<file path="config.mk">
export PLATFORM = sky130hd
export DESIGN_NAME = instr_cache
export DESIGN_NICKNAME = d
export VERILOG_FILES = /design/src/rtl/icache_pkg.sv /design/src/rtl/icache_line_array.sv /design/src/rtl/instr_cache.sv
export SDC_FILE = /design/constraint.sdc
export NUM_CORES = 1
export LEC_CHECK = 0
export BUFFER_PORTS_ARGS = -buffer_cell sky130_fd_sc_hd__buf_2
export CORE_MARGIN = 2
export CORE_UTILIZATION = 60
export DETAILED_ROUTE_END_ITERATION = 10
export HOLD_SLACK_MARGIN = 0.1
export PLACE_DENSITY = 0.78
export SLEW_MARGIN = 40
export SYNTH_ARGS = -nofsm -noshare
export SYNTH_HDL_FRONTEND = slang
export SYNTH_SLANG_ARGS = --single-unit
</file>
<file path="constraint.sdc">
create_clock -name CLK -period 15.4 [get_ports CLK]
set_clock_uncertainty 0.05 [all_clocks]
set_input_delay 0 -clock CLK [delete_from_list [all_inputs] [get_ports CLK]]
set_output_delay 0 -clock CLK [all_outputs]
set_load 0.05 [all_outputs]
</file>
<file path="src/rtl/icache_pkg.sv">
// Shared types and default geometry for the direct-mapped instruction cache.
// Optional hit/miss counters in instr_cache are enabled by defining ICACHE_STATS_EN.
package icache_pkg;

  localparam int unsigned WORD_W     = 32;
  localparam int unsigned BYTE_OFF_W = 2;
  localparam int unsigned OFF_LSB    = BYTE_OFF_W;

  localparam int unsigned BLOCKS_DEF = 8;
  localparam int unsigned WORDS_DEF  = 4;
  localparam int unsigned ADDR_W_DEF = 10;

  typedef enum logic [1:0] {
    IDLE   = 2'd0,
    FETCH  = 2'd1,
    UPDATE = 2'd2
  } icache_state_e;

  // Tag is whatever remains of the used PC bits above byte, word and index fields.
  function automatic int unsigned tag_width(input int unsigned addr_w,
                                            input int unsigned words,
                                            input int unsigned blocks);
    return addr_w - BYTE_OFF_W - $clog2(words) - $clog2(blocks);
  endfunction

endpackage

</file>
<file path="src/rtl/icache_line_array.sv">
// Valid/tag/data storage for the instruction cache: one write port, one
// combinational read port; reset clears only the valid bits.
module icache_line_array
  import icache_pkg::*;
#(
  parameter int unsigned BLOCKS = BLOCKS_DEF,
  parameter int unsigned WORDS  = WORDS_DEF,
  parameter int unsigned TAG_W  = 3
) (
  input  logic                       clk,
  input  logic                       rst,
  input  logic                       wr_en,
  input  logic [$clog2(BLOCKS)-1:0]  wr_idx,
  input  logic [TAG_W-1:0]           wr_tag,
  input  logic [WORD_W*WORDS-1:0]    wr_data,
  input  logic [$clog2(BLOCKS)-1:0]  rd_idx,
  output logic                       rd_valid,
  output logic [TAG_W-1:0]           rd_tag,
  output logic [WORD_W*WORDS-1:0]    rd_data
);

  logic [BLOCKS-1:0]        valid_q, valid_d;
  logic [TAG_W-1:0]         tag_q  [BLOCKS];
  logic [TAG_W-1:0]         tag_d  [BLOCKS];
  logic [WORD_W*WORDS-1:0]  data_q [BLOCKS];
  logic [WORD_W*WORDS-1:0]  data_d [BLOCKS];

  always_comb begin
    valid_d = valid_q;
    tag_d   = tag_q;
    data_d  = data_q;
    if (wr_en) begin
      valid_d[wr_idx] = 1'b1;
      tag_d[wr_idx]   = wr_tag;
      data_d[wr_idx]  = wr_data;
    end
  end

  always_ff @(posedge clk or posedge rst) begin
    if (rst) valid_q <= '0;
    else     valid_q <= valid_d;
  end

  // Tag and data need no reset: they are only observed through a set valid bit.
  always_ff @(posedge clk) begin
    tag_q  <= tag_d;
    data_q <= data_d;
  end

  assign rd_valid = valid_q[rd_idx];
  assign rd_tag   = tag_q[rd_idx];
  assign rd_data  = data_q[rd_idx];

endmodule

</file>
<file path="src/rtl/instr_cache.sv">
// Direct-mapped, read-only instruction cache: combinational hit path, block refill FSM.
// Defining ICACHE_STATS_EN adds saturating HIT_COUNT / MISS_COUNT outputs.
module instr_cache
  import icache_pkg::*;
#(
  parameter int unsigned BLOCKS = BLOCKS_DEF,
  parameter int unsigned WORDS  = WORDS_DEF,
  parameter int unsigned ADDR_W = ADDR_W_DEF
) (
  input  logic                                       CLK,
  input  logic                                       RESET,
  input  logic [31:0]                                PC,
  output logic [31:0]                                INSTRUCTION,
  output logic                                       BUSYWAIT,
  output logic                                       MEM_READ,
  output logic [ADDR_W-BYTE_OFF_W-$clog2(WORDS)-1:0] MEM_ADDRESS,
  input  logic [WORD_W*WORDS-1:0]                    MEM_READDATA,
  input  logic                                       MEM_BUSYWAIT
`ifdef ICACHE_STATS_EN
  ,
  output logic [15:0]                                HIT_COUNT,
  output logic [15:0]                                MISS_COUNT
`endif
);

  localparam int unsigned OFF_W   = $clog2(WORDS);
  localparam int unsigned IDX_W   = $clog2(BLOCKS);
  localparam int unsigned TAG_W   = tag_width(ADDR_W, WORDS, BLOCKS);
  localparam int unsigned BLK_W   = TAG_W + IDX_W;
  localparam int unsigned IDX_LSB = OFF_LSB + OFF_W;
  localparam int unsigned TAG_LSB = IDX_LSB + IDX_W;

  logic [OFF_W-1:0] pc_off;
  logic [IDX_W-1:0] pc_idx;
  logic [TAG_W-1:0] pc_tag;
  logic             unused_pc;

  assign pc_off    = PC[IDX_LSB-1:OFF_LSB];
  assign pc_idx    = PC[TAG_LSB-1:IDX_LSB];
  assign pc_tag    = PC[ADDR_W-1:TAG_LSB];
  assign unused_pc = ^{PC[31:ADDR_W], PC[OFF_LSB-1:0]};

  icache_state_e             state_q, state_d;
  logic [BLK_W-1:0]          addr_q, addr_d;
  logic [WORD_W*WORDS-1:0]   fill_q, fill_d;
  logic                      line_we;
  logic                      busy;
  logic                      mem_rd;

  logic                      rd_valid;
  logic [TAG_W-1:0]          rd_tag;
  logic [WORD_W*WORDS-1:0]   rd_data;
  logic [WORDS-1:0][WORD_W-1:0] rd_words;
  logic                      hit;

  // The write port takes the block address latched at miss time, not the live PC.
  icache_line_array #(
    .BLOCKS (BLOCKS),
    .WORDS  (WORDS),
    .TAG_W  (TAG_W)
  ) u_lines (
    .clk      (CLK),
    .rst      (RESET),
    .wr_en    (line_we),
    .wr_idx   (addr_q[IDX_W-1:0]),
    .wr_tag   (addr_q[BLK_W-1:IDX_W]),
    .wr_data  (fill_q),
    .rd_idx   (pc_idx),
    .rd_valid (rd_valid),
    .rd_tag   (rd_tag),
    .rd_data  (rd_data)
  );

  assign hit      = rd_valid && (rd_tag == pc_tag);
  assign rd_words = rd_data;

  always_ff @(posedge CLK or posedge RESET) begin
    if (RESET) begin
      state_q <= IDLE;
      addr_q  <= '0;
      fill_q  <= '0;
    end else begin
      state_q <= state_d;
      addr_q  <= addr_d;
      fill_q  <= fill_d;
    end
  end

  always_comb begin
    state_d = state_q;
    addr_d  = addr_q;
    fill_d  = fill_q;
    line_we = 1'b0;
    busy    = 1'b0;
    mem_rd  = 1'b0;
    case (state_q)
      IDLE: begin
        if (!hit) begin
          busy    = 1'b1;
          addr_d  = {pc_tag, pc_idx};
          state_d = FETCH;
        end
      end
      FETCH: begin
        busy   = 1'b1;
        mem_rd = 1'b1;
        if (!MEM_BUSYWAIT) begin
          fill_d  = MEM_READDATA;
          state_d = UPDATE;
        end
      end
      UPDATE: begin
        busy    = 1'b1;
        line_we = 1'b1;
        state_d = IDLE;
      end
      default: state_d = IDLE;
    endcase
  end

  // Reset forces the stall and memory request low even before the state settles.
  assign BUSYWAIT    = busy & ~RESET;
  assign MEM_READ    = mem_rd & ~RESET;
  assign MEM_ADDRESS = addr_q;
  assign INSTRUCTION = (hit && !RESET) ? rd_words[pc_off] : 32'h0;

`ifdef ICACHE_STATS_EN
  logic [15:0] hit_cnt_q, hit_cnt_d;
  logic [15:0] miss_cnt_q, miss_cnt_d;

  always_comb begin
    hit_cnt_d  = hit_cnt_q;
    miss_cnt_d = miss_cnt_q;
    if (state_q == IDLE && hit && hit_cnt_q != 16'hFFFF)
      hit_cnt_d = hit_cnt_q + 16'd1;
    if (state_q == IDLE && !hit && miss_cnt_q != 16'hFFFF)
      miss_cnt_d = miss_cnt_q + 16'd1;
  end

  always_ff @(posedge CLK or posedge RESET) begin
    if (RESET) begin
      hit_cnt_q  <= '0;
      miss_cnt_q <= '0;
    end else begin
      hit_cnt_q  <= hit_cnt_d;
      miss_cnt_q <= miss_cnt_d;
    end
  end

  assign HIT_COUNT  = hit_cnt_q;
  assign MISS_COUNT = miss_cnt_q;
`else
  // Statistics disabled: lookup results feed only the FSM and word select.
`endif

endmodule
</file>
# Word level (Yosys, flattened, before mapping)

Index checks and enable logic that the tools add are counted.

Bits in registers: 1,192
Logic and storage cells: 76
Output and inout bits: 40
Bits of input ports: 163

Bitwise gates (word level): 8
Reduce and logical (&&, ||, !) cells: 10
Magnitude comparators: 7
Muxes and demuxes: 26
Equality and inequality tests: 5

Operators with widths:

| cell                 | count |
|---|---|
| $bwmux W1024         | 1 |
| $bmux W128 S3        | 1 |
| $demux W128 S3       | 1 |
| $mux W128            | 3 |
| $bmux W32 S2         | 1 |
| $mux W32             | 2 |
| $bwmux W24           | 1 |
| $bmux W3 S3          | 1 |
| $demux W3 S3         | 1 |
| $mux W3              | 3 |
| $ge A4 B4 Y1 const B | 2 |
| $lt A3 B4 Y1 const B | 2 |
| $not A3 Y4           | 2 |
| $or A8 B8 Y8         | 1 |
| $reduce_and A2 Y1    | 3 |
| $mux W1              | 5 |
| $logic_and A1 B1 Y1  | 4 |
| $lt A4 B1 Y1 const B | 1 |
| $mux W2              | 2 |
| $ne A2 B2 Y1 const B | 2 |
| $pmux W2 S2          | 1 |
| $bmux W1 S3          | 1 |
| $demux W1 S3         | 1 |
| $eq A3 B3 Y1         | 1 |
| other kinds (10)     | 13 |

# Logic depth before layout (Yosys ltp)

Gate-level depths: netlist (run 1).

Word-level depth: 9
Mapped depth: 9
Gate-level depth less buffers: 5

# Hierarchy

Synthesis (run 1) repeated with hierarchy kept, for this count alone.

Cell total of the unflattened synthesis: 1,938
Area, all modules: 46,719.8 sq um

Modules (own cells, without submodules):

| module            | seq. area each (sq um) | area each (sq um) | times used | cells each |
|---|---|---|---|---|
| icache_line_array | 31,670.4               | 40,328.7          | 1          | 1,551 |
| instr_cache       | 3,403.3                | 6,391.1           | 1          | 387 |

# Worst setup path after synthesis (run 1)

Ideal clock, no wire load.

Path kind: reg2reg
From: reg addr_q[0], in the netlist MEM_ADDRESS[0]
To: reg u_lines.valid_q[1]
Data arrival time: 10.557 ns
Cell stages (with the launch flop): 4
Setup time: 0.122 ns
Path slack: 4.671 ns
Path buffers: 0
Path through: dfrtp_1 nand2_1 nor3_1 or2_2

Longest elaborated chain between the ends: 5
Elaborated cells on any way between the ends: 6
Those cells by class: 2 x order compare; 2 x mux; 1 x bitwise; 1 x reduce/logical

RTL lines:

| element                                                            | line                    | source |
|---|---|---|
| from (decl)                                                        | instr_cache.sv:44       | `logic [BLK_W-1:0] addr_q, addr_d;` |
| from (signal assigned)                                             | instr_cache.sv:84       | `addr_q <= addr_d;` |
| $lt A3 B4 Y1 (not written as such) or $ge A3 B1 Y1 (tied branches) | icache_line_array.sv:33 | `valid_d[wr_idx] = 1'b1;` |
| $logic_and A1 B1 Y1 (not written as such)                          | icache_line_array.sv:33 |  |
| $mux W1 (not written as such)                                      | icache_line_array.sv:33 |  |
| $demux W1 S3 *                                                     | n/a                     |  |
| $or A8 B8 Y8 (no source line) *                                    | n/a                     |  |
| to (signal assigned)                                               | icache_line_array.sv:41 | `else valid_q <= valid_d;` |
| to (decl)                                                          | icache_line_array.sv:22 | `logic [BLOCKS-1:0] valid_q, valid_d;` |

Mark *: on every way between the ends. The rest lies on a longest branch, timed or not.
A chain may end at the register's enable or synchronous reset.

# Final worst setup path (run 1)

From: in PC[4]
To: out INSTRUCTION[31]

Longest elaborated chain between the ends: 8
Elaborated cells on any way between the ends: 15
Those cells by class: 1 x eq/ne; 11 x mux; 1 x bitwise; 2 x reduce/logical

RTL lines:

| element                                     | line                                             | source |
|---|---|---|
| from (decl)                                 | instr_cache.sv:12                                | `input logic [31:0] PC,` |
| $not A3 Y4 (not written as such)            | icache_line_array.sv:51, icache_line_array.sv:52 |  |
| $bmux W3 S3                                 | icache_line_array.sv:51                          | `assign rd_tag = tag_q[rd_idx];` |
| $mux W3 (not written as such) (2 in series) | icache_line_array.sv:51                          |  |
| $eq A3 B3 Y1                                | instr_cache.sv:74                                | `assign hit = rd_valid && (rd_tag == pc_tag);` |
| $logic_and A1 B1 Y1                         | instr_cache.sv:74                                |  |
| $logic_and A1 B1 Y1                         | instr_cache.sv:125                               | `assign INSTRUCTION = (hit && !RESET) ? rd_words[pc_off] : 32'h0;` |
| $mux W32 *                                  | instr_cache.sv:125                               |  |
| to (decl)                                   | instr_cache.sv:13                                | `output logic [31:0] INSTRUCTION,` |

Mark *: on every way between the ends. The rest lies on a longest branch, timed or not. The select of a mux whose other input is x is not followed.

==> flow_summary.toml, run 1 <==
[outcome]
result_of_the_run = "finished, final reports clean"

[cts]
clkSlewWorstSetupHoldPaths_ns = 0.06
cts_inserted_buffers = 110
cts-root-buf = "clkbuf_16"
cts_tree = "done"
clock_sinks = 1192
clk_latency_ns = 0.68
htree_levels = 3
cts.path.max_buffers = 3
total_of_cells_resized_after_clock_tree_synthesis = 0

[timing]
tightestPinTransition_ns = 0.853
timing.final.max_slew_violations = 0
finalSetupViolations = 0
timing.fmax_mhz = 213
rsz0062_at_grt = "false"
layout_setup_ws_ns = 10.71
hold_violations = 0
slew-limit-headroom_pct = 43.2
final.min_clock_period_ns = 4.69
timing.final.crit_share_pct = 30.4
setup-tns-final_ns = 0

[synthesis]
synth_area_leader_cell = "edfxtp_1"
yosys_cell_types = 29
synth_area_leaders = "edfxtp_1, mux4_2, dfrtp_1, mux2_2, mux2i_1"
post_synth_inst_count = 1985
syn_area_sq_um = 45600
yosysSeqAreaShare_pct = 76.9
yosysWarningCount = 0
syn_nets = 2154
yosys.area.top_type_share_pct = 69.0
yosys_register_bits = 1192
synth.avg_cell_area_sq_um = 23.0

[floorplanning]
chipWidth_um = 280
placement_rows = 101
core_sq_um = 75600
floorplan.initialDensity_pct = 60.4
die-height_um = 280
die_area_sq_um = 78300
pin_count = 203

[cells_and_area]
final_cell_count_no_fill = 3519
syn_to_final_growth_pct = 18.2
finish.utilization_pct = 71.4
post_route_cells_drive_above_1_share_pct = 34.1
nNetsFinal = 2611

[place]
dp.cells = 3069
port_buffers = 178
hpwlAfterDp_mm = 51.6
gpl.final_weighted_congestion = 0.740
dpl_worst_slack_ns = 10.98

[route]
drt_iter0_markers = 2661
viasPerCell = 6.42
via_count = 22594
wirelength_mm = 103
detail_route.wl_per_cell_um = 29.3
drc_violation_count_after_routing = 0
drt_pass1_iterations = 5
detail-route-antenna-nets = 0

[grt]
grtUsageTotal_pct = 26.9
via_count_of_the_first_global_routing_pass = 23488
grt_max_degree = 100
global_route_wire_length_before_repair_mm = 153
globalRoute.totalOverflow = 0
grt_antenna_before_repair = 5

[power_and_ir_drop]
comb_power_share_pct = 11.7
internal_power_mw = 6.40
power_density_nw_per_um2 = 159
power.net_switching_mw = 2.18
clock_power_share_pct = 31.4
leakage_nw = 18.1
power_switching_share_pct = 25.4
pwr-share-seq_pct = 56.9
power.ir.vdd_worst_v = 0.000108

[critical_path]
startpoint_type = "input pin"
worst_ep_arrival_time_ns = 4.64
crit_fanout = 43
crit_path_end_kind = "output pin"
worstPathRequired_ns = 15.35
critical_path_class = "input pin to output pin"
crit_path_start = "PC[4]"
critical_path.reg2reg.startpoint = "state_q[1]"

[hold_path]
hp-start = "MEM_READDATA[62]"
holdCritPathClass = "input pin to flip-flop"

[flow_run]
maxCapViolations = 0
routing by layer:
metal	up-vias	GRT usage (%)	share of wire (%)
li1	9228	-	-
met1	11935	37.4	38
met2	1232	44.3	51
met3	199	3.89	7.9
met4	0	10.2	3.2
met5	-	0	0
flip-flops by register name, summed over array words and instances (netlist names):
register,count
u_lines.data_q,1024
fill_q,128
u_lines.valid_q,8
MEM_ADDRESS,6
state_q,2
u_lines.tag_q,24
final cells by class:
class | instances | area (sq um)
Clock buffer | 145 | 3050
Sequential cell | 1192 | 35100
Fill cell | 4213 | 21600
Tap cell | 978 | 1220
Clock inverter | 63 | 562
Timing Repair Buffer | 455 | 3930
Multi-Input combinational cell | 678 | 10100
Inverter | 5 | 23.8
Antenna cell | 3 | 7.51
stage by stage:
stage | power, mW | cell area [sq um] | hold slack (ns)
final | 8.59 | 53900 | 0.109
after global routing | 8.86 | 53900 | 0.114
after CTS | 8.60 | 53900 | 0.100
after detailed placement | 5.86 | 47900 | 0.145
after global placement | 5.74 | 47600 | 0.135
after floorplan | 5.46 | 45600 | 0.100
layout by cell type (no fill, tap or decap), types with 23 or more instances in the layout:
master,n
buf_2,173
mux2_2,135
nand2_1,38
mux4_2,294
mux2i_1,44
a211oi_1,32
dfrtp_1,144
a21oi_2,29
dlygate4sd3_1,238
nor2b_1,32
edfxtp_1,1048
clkbuf_16,114
clkbuf_1,23
a211o_1,31
worst max-delay path, cell delays in order:
cell and delay, ns:
dlygate4sd3_1 0.56, buf_8 0.30, buf_16 0.27, buf_6 0.55, mux2i_1 0.23, mux4_2 0.50, xnor2_1 0.23, or4_2 0.68
buf_4 0.33, a21oi_1 0.48, buf_2 0.36
kinds of logic after synthesis:
kind of cell             count (synthesis)  synth area share, %
AO/OA/AOI/OAI                           97                 1.79
XOR/XNOR                                 3               0.0741
adder cells (fa/ha/maj)                  6                0.165
buffers and inverters                  115                 1.19
flip-flops                            1192                 76.9
multiplexers                           473                 18.8
AND/OR/NAND/NOR                         99                 1.10
power groups by stage:
stage,clock network (mW),logic [mW],registers [mW]
CTS,2.72,1.00,4.88
floorplan,0,0.633,4.83
global placement,0,0.898,4.84
global route,2.84,1.06,4.97
detailed placement,0,0.935,4.93
finish,2.70,1.01,4.89
Yosys cell counts:
master	instances
nor3_1	2
nor4_1	1
buf_1	6
a211oi_1	32
a21oi_1	2
ha_1	6
edfxtp_1	1048
buf_6	6
a21oi_2	29
mux2i_1	44
xnor2_1	2
clkbuf_1	54
nand2b_1	3
or2_2	8
mux4_2	294
or4_1	3
mux2_2	135
xnor2_2	1
nand2_1	38
a211o_1	31
buf_2	40
dfrtp_1	144
nor2b_1	33
inv_1	5
o41ai_4	1
buf_4	4
nor2_1	7
o211ai_1	2
nand3_1	4
path summary, 6_finish.rpt:
kind	endpoint	slack [ns]	cells past startpoint
worst min-delay path	fill_q[62]	0.11	3
worst max-delay path	INSTRUCTION[31]	10.71	11
max in group asynchronous	fill_q[80]	13.57	5
worst min register to register	u_lines.valid_q[1]	0.42	1
worst max register to register	fill_q[100]	12.19	6
min in group asynchronous	MEM_ADDRESS[4]	0.61	4
timing repair:
item,in CTS,in global routing
setup buffers,0,0
endpoints found under the hold margin,191,1
hold buffers,237,1
Note: power is estimated with default switching activity, not from simulation.
==> run 2: changes to the inputs <==
- clock period: 15.4 -> 4.4 ns (I/O delays scaled with it)
==> flow_summary.toml, run 2 (synthesis results as in run 1) <==
[grt]
busiest_layer = "met2"
via_count_of_the_first_global_routing_pass = 24085
global_route_wire_length_before_repair_mm = 159
grtUsageTotal_pct = 27.9
grt.met3_usage_pct = 4.36
grt_antenna_before_repair = 6
grt_util_met2_pct = 46.4
grt_max_degree = 134
globalRoute.totalOverflow = 0
global_route.usage.met1_pct = 38.4

[critical_path]
cpPeakStageDelay_ns = 0.96
crit_fanout = 24
critical_path.reg2reg.startpoint = "u_lines.tag_q[12]"
critical_path_top_delay_cell = "or4_2"
worst_ep_arrival_time_ns = 3.76
crit_path_start = "u_lines.tag_q[12]"
startpoint_type = "flip-flop"
critical_path_class = "flip-flop to output pin"
worstPathRequired_ns = 4.35
crit_path_end_kind = "output pin"
worst_case_reg_to_reg_path_depth = 6
crit_path_cell_trace = "mux2i_1, mux4_2, xnor2_1, or4_2, buf_4, a21oi_2, buf_2"

[floorplanning]
core_sq_um = 75600
die-height_um = 280
placement_rows = 101
pin_count = 203
floorplan.initialDensity_pct = 60.4
chipWidth_um = 280
die_area_sq_um = 78300

[place]
hpwlAfterDp_mm = 52.6
gpl.final_weighted_congestion = 0.776
port_buffers = 178

[cts]
clk_latency_ns = 0.69
cts.path.max_buffers = 3
cts-root-buf = "clkbuf_16"
htree_levels = 3
clkSlewWorstSetupHoldPaths_ns = 0.06
postCtsSetupBuffers = 0
clock_sinks = 1192
cts_tree = "done"
cts_inserted_buffers = 113

[cells_and_area]
finish.utilization_pct = 73.1
leading_cell_types_in_the_layout_fill_and_taps_excluded = "edfxtp_1, dlygate4sd3_1, mux4_2"
number_of_flip_flops_in_the_largest_register = 1024
syn_to_final_growth_pct = 21.0
nNetsFinal = 2699
top_register = "u_lines.data_q"
reg.largest.list = "u_lines.data_q: 1024 flops, fill_q: 128 flops, u_lines.tag_q: 24 flops"
post_route_cells_drive_above_1_share_pct = 34.0
layout_commonest_cell = "edfxtp_1"

[power_and_ir_drop]
power.ir.vdd_worst_v = 0.000382
power_density_nw_per_um2 = 571
finalPower_mw = 31.5
leakage_nw = 18.7

[route]
drc_violation_count_after_routing = 0
drt_iter0_markers = 2514
viasPerCell = 6.37
wirelength_mm = 107
detail-route-antenna-nets = 0
detail_route.wl_per_cell_um = 29.6
via_count = 23013
drt_pass1_iterations = 5

[timing]
hold_violations = 0
finalSetupViolations = 0
setup-tns-final_ns = 0
timing.final.max_slew_violations = 0
rsz0062_at_grt = "false"
slew-limit-headroom_pct = 41.2
tightestPinTransition_ns = 0.880
timing.fmax_mhz = 263
final.min_clock_period_ns = 3.81
timing.final.crit_share_pct = 86.5

[hold_path]
min_delay_path_depth = 3
holdCritPathClass = "input pin to flip-flop"
hp-start = "MEM_READDATA[12]"

[outcome]
result_of_the_run = "finished, final reports clean"

[flow_run]
maxCapViolations = 0
run 2: cell types whose count changed in the layout (fill, tap and decap cells not counted), sizes merged:
| cell | previous run | this run |
|---|---|---|
| dlygate4sd3 | 238 | 309 |
| buf | 217 | 230 |
| bufinv | 8 | 18 |
| clkinv | 41 | 35 |
| clkbuf | 145 | 149 |
| clkinvlp | 10 | 8 |
| inv | 9 | 11 |
| diode | 3 | 2 |
run 2: final cells by class:
cell class / instances / area, sq um
antenna: 2 / 5.00
sequential: 1192 / 35100
tap: 978 / 1220
clock inverter: 67 / 840
multi-input combinational: 678 / 10100
clock buffer: 148 / 3100
fill: 4074 / 20400
timing repair buffer: 540 / 4820
inverter: 5 / 23.8
run 2: where the power goes:
part           total [mW]  internal (mW)  switching (mW)
Combinational        4.11           2.08            2.03
Sequential           17.2           15.4            1.75
Clock                10.2           6.04            4.20
run 2: repair_timing:
action                    4_1_cts  5_1_grt
resized for setup               0        0
hold buffers                  309        0
hold endpoints to repair      243        0
run 2: metrics by stage:
stage,instance area [sq um],worst slack (ns),hold WS [ns],instances
final,55200,0.593,0.127,3610
after global routing,55200,0.502,0.125,3610
after CTS,55100,0.610,0.102,3605
after detailed placement,48100,1.25,0.116,3081
after global placement,48000,1.27,0.0936,3076
after floorplan,45700,-0.516,0.100,1985
run 2: worst paths after layout:
check / slack [ns] / to
worst min register to register: 0.42 / u_lines.valid_q[5]
worst min-delay path: 0.13 / fill_q[12]
min in group asynchronous: 0.56 / state_q[1]
worst max register to register: 1.46 / MEM_ADDRESS[4]
max in group asynchronous: 2.62 / fill_q[48]
worst max-delay path: 0.59 / INSTRUCTION[9]
run 2: worst max-delay path: cells and delay by family, from the launching register on:
| family | cells | cell delay (ns) |
|---|---|---|
| compound gates | 1 | 0.26 |
| xor+xnor | 1 | 0.22 |
| buf+inv | 2 | 0.69 |
| flops | 1 | 0.35 |
| mux | 2 | 0.57 |
| simple gates | 1 | 0.96 |
run 2: layer usage:
metal  vias to the layer above  part of all wire (%)
met3                       212                   7.6
met2                      1209                    51
met4                         2                   3.0
met5                         -                 0.011
li1                       9409                     -
met1                     12181                    38
==> run 3: changes to the inputs <==
- REMOVE_ABC_BUFFERS: unset -> 1
==> flow_summary.toml, run 3 (synthesis results as in run 1) <==
[grt]
grt_antenna_before_repair = 3
via_count_of_the_first_global_routing_pass = 23986
grtUsageTotal_pct = 25.9
grt_max_degree = 135
global_route_wire_length_before_repair_mm = 149
globalRoute.totalOverflow = 0

[cells_and_area]
leading_cell_types_in_the_layout_fill_and_taps_excluded = "edfxtp_1, mux4_2, dlygate4sd3_1"
number_of_flip_flops_in_the_largest_register = 1024
post_route_cells_drive_above_1_share_pct = 33.7
layout_commonest_cell = "edfxtp_1"
finalInstanceArea_sq_um = 54700
n_fill_cell = 4199
reg.largest.list = "u_lines.data_q: 1024 flops, fill_q: 128 flops, u_lines.tag_q: 24 flops"
top_register = "u_lines.data_q"
syn_to_final_growth_pct = 19.8
nNetsFinal = 2687
finish.utilization_pct = 72.4

[timing]
finalSetupViolations = 0
fin_hold_ws_ns = 0.105
tightestPinTransition_ns = 0.856
final.min_clock_period_ns = 3.71
timing.fmax_mhz = 270
rsz0062_at_grt = "false"
timing.final.crit_share_pct = 84.3
setup-tns-final_ns = 0
timing.final.max_slew_violations = 0
hold_violations = 0
slew-limit-headroom_pct = 42.8

[route]
detail-route-antenna-nets = 0
drt_iter0_markers = 2002
drc_violation_count_after_routing = 0
detail_route.wl_per_cell_um = 27.5
via_count = 22426
drt_pass1_iterations = 5
wirelength_mm = 98.9
viasPerCell = 6.24

[cts]
cts.path.max_buffers = 3
postCtsSetupBuffers = 0
cts_tree = "done"
htree_levels = 3
clock_sinks = 1192
cts-root-buf = "clkbuf_16"
clk_latency_ns = 0.67
cts_inserted_buffers = 112
clkSlewWorstSetupHoldPaths_ns = 0.06

[floorplanning]
die-height_um = 280
placement_rows = 101
floorplan.initialDensity_pct = 60.4
pin_count = 203
core_sq_um = 75600
die_area_sq_um = 78300
chipWidth_um = 280

[power_and_ir_drop]
leakage_nw = 18.5
power.ir.vdd_worst_v = 0.000399
finalPower_mw = 30.4
power_density_nw_per_um2 = 555

[critical_path]
worst_ep_arrival_time_ns = 3.66
worstPathRequired_ns = 4.35
ff2ff_setup_slack_ns = 1.47
critical_path_class = "input pin to output pin"
critical_path.reg2reg.endpoint = "MEM_ADDRESS[4]"
crit_fanout = 39
crit_path_end_kind = "output pin"
critical_path.reg2reg.startpoint = "u_lines.tag_q[12]"
startpoint_type = "input pin"
worst_case_reg_to_reg_path_depth = 6

[hold_path]
hp-start = "MEM_READDATA[105]"
worstHoldEndpoint = "fill_q[105]"
min_delay_path_depth = 3
holdCritPathClass = "input pin to flip-flop"

[outcome]
result_of_the_run = "finished, final reports clean"

[place]
detailed_place.area_sq_um = 48100
port_buffers = 178
hpwlAfterDp_mm = 50.7
gpl.final_weighted_congestion = 0.745

[flow_run]
maxCapViolations = 0
## run 3: worst max-delay path: stages
cell	delay [ns]
dlygate4sd3_1	0.56
buf_8	0.36
mux2i_1	0.16
mux4_2	0.51
xnor2_1	0.23
or4_2	0.74
buf_4	0.34
a21oi_2	0.30
buf_2	0.32
## run 3: worst max path at each step
stage | start | endpoint | slack, ns | cells past startpoint
after detailed placement | PC[4] | INSTRUCTION[29] | 1.32 | 8
final | PC[4] | INSTRUCTION[29] | 0.69 | 9
after CTS | PC[4] | INSTRUCTION[29] | 0.67 | 9
after global routing | PC[4] | INSTRUCTION[29] | 0.59 | 9
after floorplan | MEM_ADDRESS[0] | u_lines.valid_q[1] | -6.33 | 3
after global placement | PC[4] | INSTRUCTION[29] | 1.37 | 8
## run 3: repair_timing
action | CTS | global route
endpoints found under the hold margin | 190 | 0
hold buffers | 287 | 0
endpoints found under the setup margin | 0 | 0
resized for setup | 0 | 0
## run 3: per-stage QoR
stage / instances / setup slack (ns)
2_1_floorplan: 1875 / -6.33
3_3_place_gp: 3089 / 1.37
3_5_place_dp: 3094 / 1.32
4_1_cts: 3591 / 0.671
5_1_grt: 3594 / 0.588
6_report: 3594 / 0.693
## run 3: where the power goes
group          switching, mW  internal, mW
clock network           4.00          5.52
logic                   1.88          1.91
registers               1.64          15.4
## run 3: area by class of cell
cell class,instances,area (sq um),area share (%)
Sequential cell,1192,35100,64.1
Multi-Input combinational cell,678,10100,18.4
Timing Repair Buffer,529,4640,8.48
Clock buffer,162,3130,5.73
Tap cell,978,1220,2.24
Clock inverter,48,508,0.929
Inverter,5,23.8,0.0435
Antenna cell,2,5.00,0.00915
## run 3: routing by layer
| metal | GRT usage, % | share of wire [%] | vias to the layer above |
|---|---|---|---|
| met5 | 0 | 0.016 | - |
| met4 | 8.83 | 2.7 | 2 |
| met3 | 3.80 | 6.7 | 160 |
| met2 | 44.0 | 52 | 968 |
| met1 | 35.0 | 39 | 11928 |
| li1 | - | - | 9368 |
